File: config.mk
export PLATFORM = sky130hd
export DESIGN_NAME = memshare_alloc_sequencer
export DESIGN_NICKNAME = d
export VERILOG_FILES = /design/src/rtl/memshare_alloc_sequencer.sv
export SDC_FILE = /design/constraint.sdc
export NUM_CORES = 1
export LEC_CHECK = 0
export CELL_PAD_IN_SITES_DETAIL_PLACEMENT = 2
export CELL_PAD_IN_SITES_GLOBAL_PLACEMENT = 2
export CORE_MARGIN = 10
export CORE_UTILIZATION = 50
export DETAILED_ROUTE_END_ITERATION = 6
export DONT_BUFFER_PORTS = 1
export PLACE_DENSITY = 0.95
export SYNTH_ARGS = -nofsm -noshare
export SYNTH_HDL_FRONTEND = slang
export SYNTH_SLANG_ARGS = --single-unit
File: constraint.sdc
create_clock -name sys_clk -period 5.9 [get_ports sys_clk]
set_clock_uncertainty 0.05 [all_clocks]
set_input_delay 0.59 -clock sys_clk [delete_from_list [all_inputs] [get_ports sys_clk]]
set_output_delay 0.59 -clock sys_clk [all_outputs]
set_load 0.01 [all_outputs]
File: src/rtl/memshare_alloc_sequencer.sv
// memshare_alloc_sequencer
// Queues request patterns from a share group and breaks each one into
// conflict-free allocation sequences. Private columns are always granted.
// Shared columns are granted one per bank per sequence, lowest index first.
// A pattern that still has requestors left after MAX_ALLOC_SEQ_NUM sequences
// is truncated, and drc_err pulses for one cycle.
module memshare_alloc_sequencer #(
    parameter int                          SHARE_GROUP_SIZE     = 5,
    parameter logic [SHARE_GROUP_SIZE-1:0] SHARE_COL_CONFIG     = 5'b10101,
    parameter int                          RQST_ADDR_BITWIDTH   = 2,
    parameter int                          MAX_ALLOC_SEQ_NUM    = 2,
    parameter int                          ARR_RQST_TRACK_DEPTH = 4
) (
    input  logic                                             sys_clk,
    input  logic                                             rst,
    input  logic                                             rqst_valid,
    output logic                                             rqst_ready,
    input  logic [SHARE_GROUP_SIZE-1:0]                      rqst_mask,
    input  logic [SHARE_GROUP_SIZE*RQST_ADDR_BITWIDTH-1:0]   rqst_addr,
    output logic                                             grant_valid,
    input  logic                                             grant_ready,
    output logic [SHARE_GROUP_SIZE-1:0]                      grant_mask,
    output logic [((MAX_ALLOC_SEQ_NUM > 1) ? $clog2(MAX_ALLOC_SEQ_NUM) : 1)-1:0] grant_seq_idx,
    output logic                                             grant_last,
    output logic                                             drc_err,
    output logic [$clog2(ARR_RQST_TRACK_DEPTH):0]            fifo_level
);

    localparam int G     = SHARE_GROUP_SIZE;
    localparam int A     = RQST_ADDR_BITWIDTH;
    localparam int S     = MAX_ALLOC_SEQ_NUM;
    localparam int D     = ARR_RQST_TRACK_DEPTH;
    localparam int AW    = G * A;
    localparam int SEQ_W = (S > 1) ? $clog2(S) : 1;
    localparam int PTR_W = $clog2(D);
    localparam int LVL_W = PTR_W + 1;

    typedef enum logic [0:0] {
        IDLE  = 1'b0,
        ISSUE = 1'b1
    } state_t;

    // Pattern storage. Entries live in the array until they move into the
    // head register, which pending is always loaded from.
    logic [G-1:0]     mem_mask [D];
    logic [AW-1:0]    mem_addr [D];

    logic [PTR_W-1:0] wr_ptr_reg;
    logic [PTR_W-1:0] rd_ptr_reg;
    logic [LVL_W-1:0] mem_count_reg;
    logic             head_valid_reg;
    logic [G-1:0]     head_mask_reg;
    logic [AW-1:0]    head_addr_reg;

    logic             run_reg;
    state_t           state_reg;
    state_t           state_next;
    logic [G-1:0]     pend_mask_reg;
    logic [AW-1:0]    pend_addr_reg;
    logic [SEQ_W-1:0] seq_reg;
    logic             drc_err_reg;

    logic             push_en;
    logic             head_load;
    logic             pop_head;
    logic             advance;
    logic             drc_set;
    logic [G-1:0]     sel_mask;
    logic [G-1:0]     residual;
    logic             last_int;

    // Level counts the array entries plus the head register. rqst_ready
    // stays low until the first edge after reset is released.
    assign fifo_level = mem_count_reg + LVL_W'(head_valid_reg);
    assign rqst_ready = run_reg && (fifo_level < LVL_W'(D));

    // An all-zero pattern is handshaken but never stored.
    assign push_en    = rqst_valid && rqst_ready && (rqst_mask != '0);

    // The head is refilled whenever it is empty or being consumed.
    assign head_load  = (!head_valid_reg || pop_head) && (mem_count_reg != '0);

    // Selection: a shared requestor wins its bank only if no lower-index
    // pending shared requestor targets the same bank.
    for (genvar gi = 0; gi < G; gi++) begin : g_sel
        logic [A-1:0] my_bank;
        logic         lower_hit;

        assign my_bank = pend_addr_reg[gi*A +: A];

        // Look for a lower-index shared competitor on the same bank.
        always_comb begin
            lower_hit = 1'b0;
            for (int j = 0; j < gi; j++) begin
                if (SHARE_COL_CONFIG[j] && pend_mask_reg[j] &&
                    (pend_addr_reg[j*A +: A] == my_bank)) begin
                    lower_hit = 1'b1;
                end
            end
        end

        assign sel_mask[gi] = pend_mask_reg[gi] &
                              (~SHARE_COL_CONFIG[gi] | ~lower_hit);
    end

    assign residual = pend_mask_reg & ~sel_mask;
    assign last_int = (residual == '0) || (seq_reg == SEQ_W'(S - 1));
    assign drc_err  = drc_err_reg;

    // Array write port. The array has no reset because the pointers and
    // counters define which entries are valid.
    always_ff @(posedge sys_clk) begin
        if (push_en) begin
            mem_mask[wr_ptr_reg] <= rqst_mask;
            mem_addr[wr_ptr_reg] <= rqst_addr;
        end
    end

    // FIFO pointers, the head register, and the ready enable.
    always_ff @(posedge sys_clk or posedge rst) begin
        if (rst) begin
            run_reg        <= 1'b0;
            wr_ptr_reg     <= '0;
            rd_ptr_reg     <= '0;
            mem_count_reg  <= '0;
            head_valid_reg <= 1'b0;
            head_mask_reg  <= '0;
            head_addr_reg  <= '0;
        end else begin
            run_reg <= 1'b1;
            if (push_en) begin
                wr_ptr_reg <= wr_ptr_reg + PTR_W'(1);
            end
            if (head_load) begin
                head_mask_reg  <= mem_mask[rd_ptr_reg];
                head_addr_reg  <= mem_addr[rd_ptr_reg];
                head_valid_reg <= 1'b1;
                rd_ptr_reg     <= rd_ptr_reg + PTR_W'(1);
            end else if (pop_head) begin
                head_valid_reg <= 1'b0;
            end
            mem_count_reg <= mem_count_reg + LVL_W'(push_en) - LVL_W'(head_load);
        end
    end

    // Sequencer state register.
    always_ff @(posedge sys_clk or posedge rst) begin
        if (rst) begin
            state_reg <= IDLE;
        end else begin
            state_reg <= state_next;
        end
    end

    // Next-state logic, the pop/advance decisions, and the grant outputs.
    always_comb begin
        state_next    = state_reg;
        pop_head      = 1'b0;
        advance       = 1'b0;
        drc_set       = 1'b0;
        grant_valid   = 1'b0;
        grant_mask    = '0;
        grant_seq_idx = '0;
        grant_last    = 1'b0;
        case (state_reg)
            IDLE: begin
                if (head_valid_reg) begin
                    pop_head   = 1'b1;
                    state_next = ISSUE;
                end
            end
            ISSUE: begin
                grant_valid   = 1'b1;
                grant_mask    = sel_mask;
                grant_seq_idx = seq_reg;
                grant_last    = last_int;
                if (grant_ready) begin
                    if (!last_int) begin
                        advance = 1'b1;
                    end else begin
                        drc_set = (residual != '0);
                        if (head_valid_reg) begin
                            pop_head = 1'b1;
                        end else begin
                            state_next = IDLE;
                        end
                    end
                end
            end
            default: state_next = IDLE;
        endcase
    end

    // Pending pattern, sequence counter, and the DRC pulse.
    always_ff @(posedge sys_clk or posedge rst) begin
        if (rst) begin
            pend_mask_reg <= '0;
            pend_addr_reg <= '0;
            seq_reg       <= '0;
            drc_err_reg   <= 1'b0;
        end else begin
            drc_err_reg <= drc_set;
            if (pop_head) begin
                pend_mask_reg <= head_mask_reg;
                pend_addr_reg <= head_addr_reg;
                seq_reg       <= '0;
            end else if (advance) begin
                pend_mask_reg <= pend_mask_reg & ~sel_mask;
                seq_reg       <= seq_reg + SEQ_W'(1);
            end
        end
    end

endmodule

==> run summary <==
crit path setup slack, layout - 2.55 ns
I/O pin cnt - 32
Crit path max-delay family - adder cells
commonest cells after routing, fill and taps aside - edfxtp_1, dfrtp_1, mux2_4, mux4_2, inv_1
clock-pin slew on the worst setup and hold paths - 0.08 ns
TNS Setup - 0 ns
initial drt markers - 58
Max Fclk - 299 MHz
H-tree Lvls - 3
Clock Latency Late Sink - 0.35 ns
fin crit share - 0.568
Biggest register - mem_addr
biggest regs - mem_addr (24), mem_mask (20)
critical-path cell list - xor2_1 -> nor3_4 -> nor3_4 -> o31ai_4 -> inv_1 -> ha_1 -> inv_1 -> ha_1 -> inv_1 -> fa_1 -> xnor2_1 -> xnor2_1
root buf cell - clkbuf_8
IO buf count - 0
measured slew at the worst slew-check pin - 0.852 ns
Setup crit end kind - register
Initial Utilization - 0.524
Net Sw Frac - 0.370
Reg power frac - 0.438
Worst path max stage delay - 0.74 ns
Final Max Slew Viols - 0
setup violators final - 0
DP Wirelength - 4990 µm
Critical-path top delay cell - o31ai_4
peak supply drop - 0.292 mV
first-pass GRT wire length - 11,200 µm
die area - 0.0105 mm²
Main synth FF type - edfxtp_1
Avg WL per Cell - 24.1 µm
routed wire length - 7040 µm
PwrDens - 561 mW/mm²
P_int - 1.29 mW
clock group share of total power - 0.181
post-detailed-route count of antenna-violating nets - 0
buffers and inverters on the worst path - 3
area grow syn2layout - 7.47%
vias in the first global route - 1,946
syn_area_per_cell - 16.6 µm²
Net Count, Synth - 232
status - completed
crit path time final - 3.35 ns
Hold-fix buffers, CTS - 0
Switch Pwr - 755 µW
n_diodes - 0
Max clock buf depth - 2
flip-flop and latch count after synthesis - 78
leakage power - 1.41 nW
Syn Inst Count - 204
Global Route Usage Sum - 0.147
Required @ worst endpoint - 6.09 ns
setup bufs post-CTS - 0
crit path kind - register to register
Area after DPL - 0.00345 mm²
max reg flops - 24
DR pass1 iterations - 4
Final #Nets - 238
Post-synth EDFFs - 44
clk sinks - 78
fraction of registers with async set/reset - 0.436
Chip Height - 102 µm
core footprint - 0.00646 mm²
Worst EP arrival - 3.53 ns
maxcap violations - 0
Via-to-Cell Ratio - 5.72
largest net degree at the start of global routing - 35
synth warn - 0
quantity of gates resized following cts - 0
pre-CTS WS - 2.54 ns
register area share after synthesis - 0.642
Num CTS Buffers - 9
Gate power share - 0.381
max-slew headroom at the worst pin - 0.432
GR Overflow Total - 0
TritonCTS clock tree - built
Cell variety after synth - 42
row cnt - 29
RSZ-0062 raised after global routing - no
antenna violations before repair - 0
Mapped Area - 0.00338 mm²
Die X - 102 µm
Most Frequent Cell on Critical Path - inv_1
GP Congestion - 0.719
vias - 1,671
critical path startpoint category - register
commonest non-fill, non-tap cell in the layout - edfxtp_1
Max Fanout on Critical Path - 13
fin area - 0.00364 mm²
DRC viols - 0
Final Hold Vio Count - 0
layout cell share with drive strength beyond 1 - 0.242
HP Class - input port to async pin
[area by class of cell]
type	instances	area, µm²
fillers	551	2820
clock buffers	9	124
well taps	77	96.3
inverters	10	37.5
repair buffers	1	7.51
clock inverters	7	61.3
multi-input cells	110	1140
flip-flops and latches	78	2170
[synth_stat cells, drive strengths merged (2+ instances only)]
library cell  number  area [µm²]
buf                4        28.8
o21ai              2        10.0
a31o               2        17.5
o31ai              3        41.3
dfrtp             34         851
nand2              9        33.8
a21oi              2        10.0
edfxtp            44        1320
a22o               4        35.0
nor2               8        30.0
nand2b             2        12.5
xor2               7        61.3
mux2              17         244
nor3               4        58.8
clkbuf             2        7.51
mux4              11         248
nand3              3        15.0
and2               8        50.1
inv               10        37.5
ha                 8         100
or3                2        12.5
xnor2              5        43.8
[routing by layer]
| metal | GRT usage | vias up | wire, µm |
|---|---|---|---|
| met1 | 0.173 | 860 | 2910 |
| li1 | - | 766 | - |
| met3 | 0.0472 | 10 | 393 |
| met5 | 0 | - | 0 |
| met2 | 0.244 | 35 | 3620 |
| met4 | 0.0586 | 0 | 119 |
[cells by family after synthesis]
| logic type | count (synthesis) | synth area share |
|---|---|---|
| AO/OA/AOI/OAI | 22 | 0.0569 |
| flip-flops | 78 | 0.642 |
| multiplexers | 28 | 0.145 |
| XOR/XNOR | 12 | 0.0311 |
| adder cells (fa/ha/maj) | 9 | 0.0355 |
| other | 1 | 0.00111 |
| buffers and inverters | 16 | 0.0218 |
| AND/OR/NAND/NOR | 38 | 0.0665 |
[final timing paths]
kind	end	from	slack, ns	cells after the start
worst max-delay path	mem_count_reg[2]$_DFF_PP0_	pend_addr_reg[1]$_DFFE_PP0P_	2.55	12
worst min-delay path	seq_reg$_DFFE_PP0P_	rst	0.17	2
worst max register to register	mem_count_reg[2]$_DFF_PP0_	pend_addr_reg[1]$_DFFE_PP0P_	2.55	12
worst min register to register	pend_mask_reg[3]$_DFFE_PP0P_	head_mask_reg[3]$_DFFE_PP0P_	0.47	1
max in group asynchronous	pend_mask_reg[4]$_DFFE_PP0P_	rst	5.32	2
min in group sys_clk	mem_addr[0][5]$_DFFE_PP_	rqst_addr[5]	0.27	0
[metrics by stage]
stage	util	power (mW)	cells	hold slack [ns]
2_1_floorplan	-	1.51	204	0.410
3_3_place_gp	0.534	1.61	276	0.425
3_5_place_dp	0.534	1.69	276	0.451
4_1_cts	0.563	2.08	292	0.165
5_1_grt	0.563	2.18	292	0.201
6_report	0.563	2.04	292	0.166
[power groups by stage]
| stage | clock network [mW] | registers, mW | logic (mW) |
|---|---|---|---|
| floorplan | 0 | 0.813 | 0.697 |
| global placement | 0 | 0.884 | 0.724 |
| detailed placement | 0 | 0.907 | 0.785 |
| CTS | 0.382 | 0.898 | 0.798 |
| global route | 0.401 | 0.920 | 0.861 |
| finish | 0.370 | 0.894 | 0.777 |
Note: power is estimated with default switching activity, not from simulation.
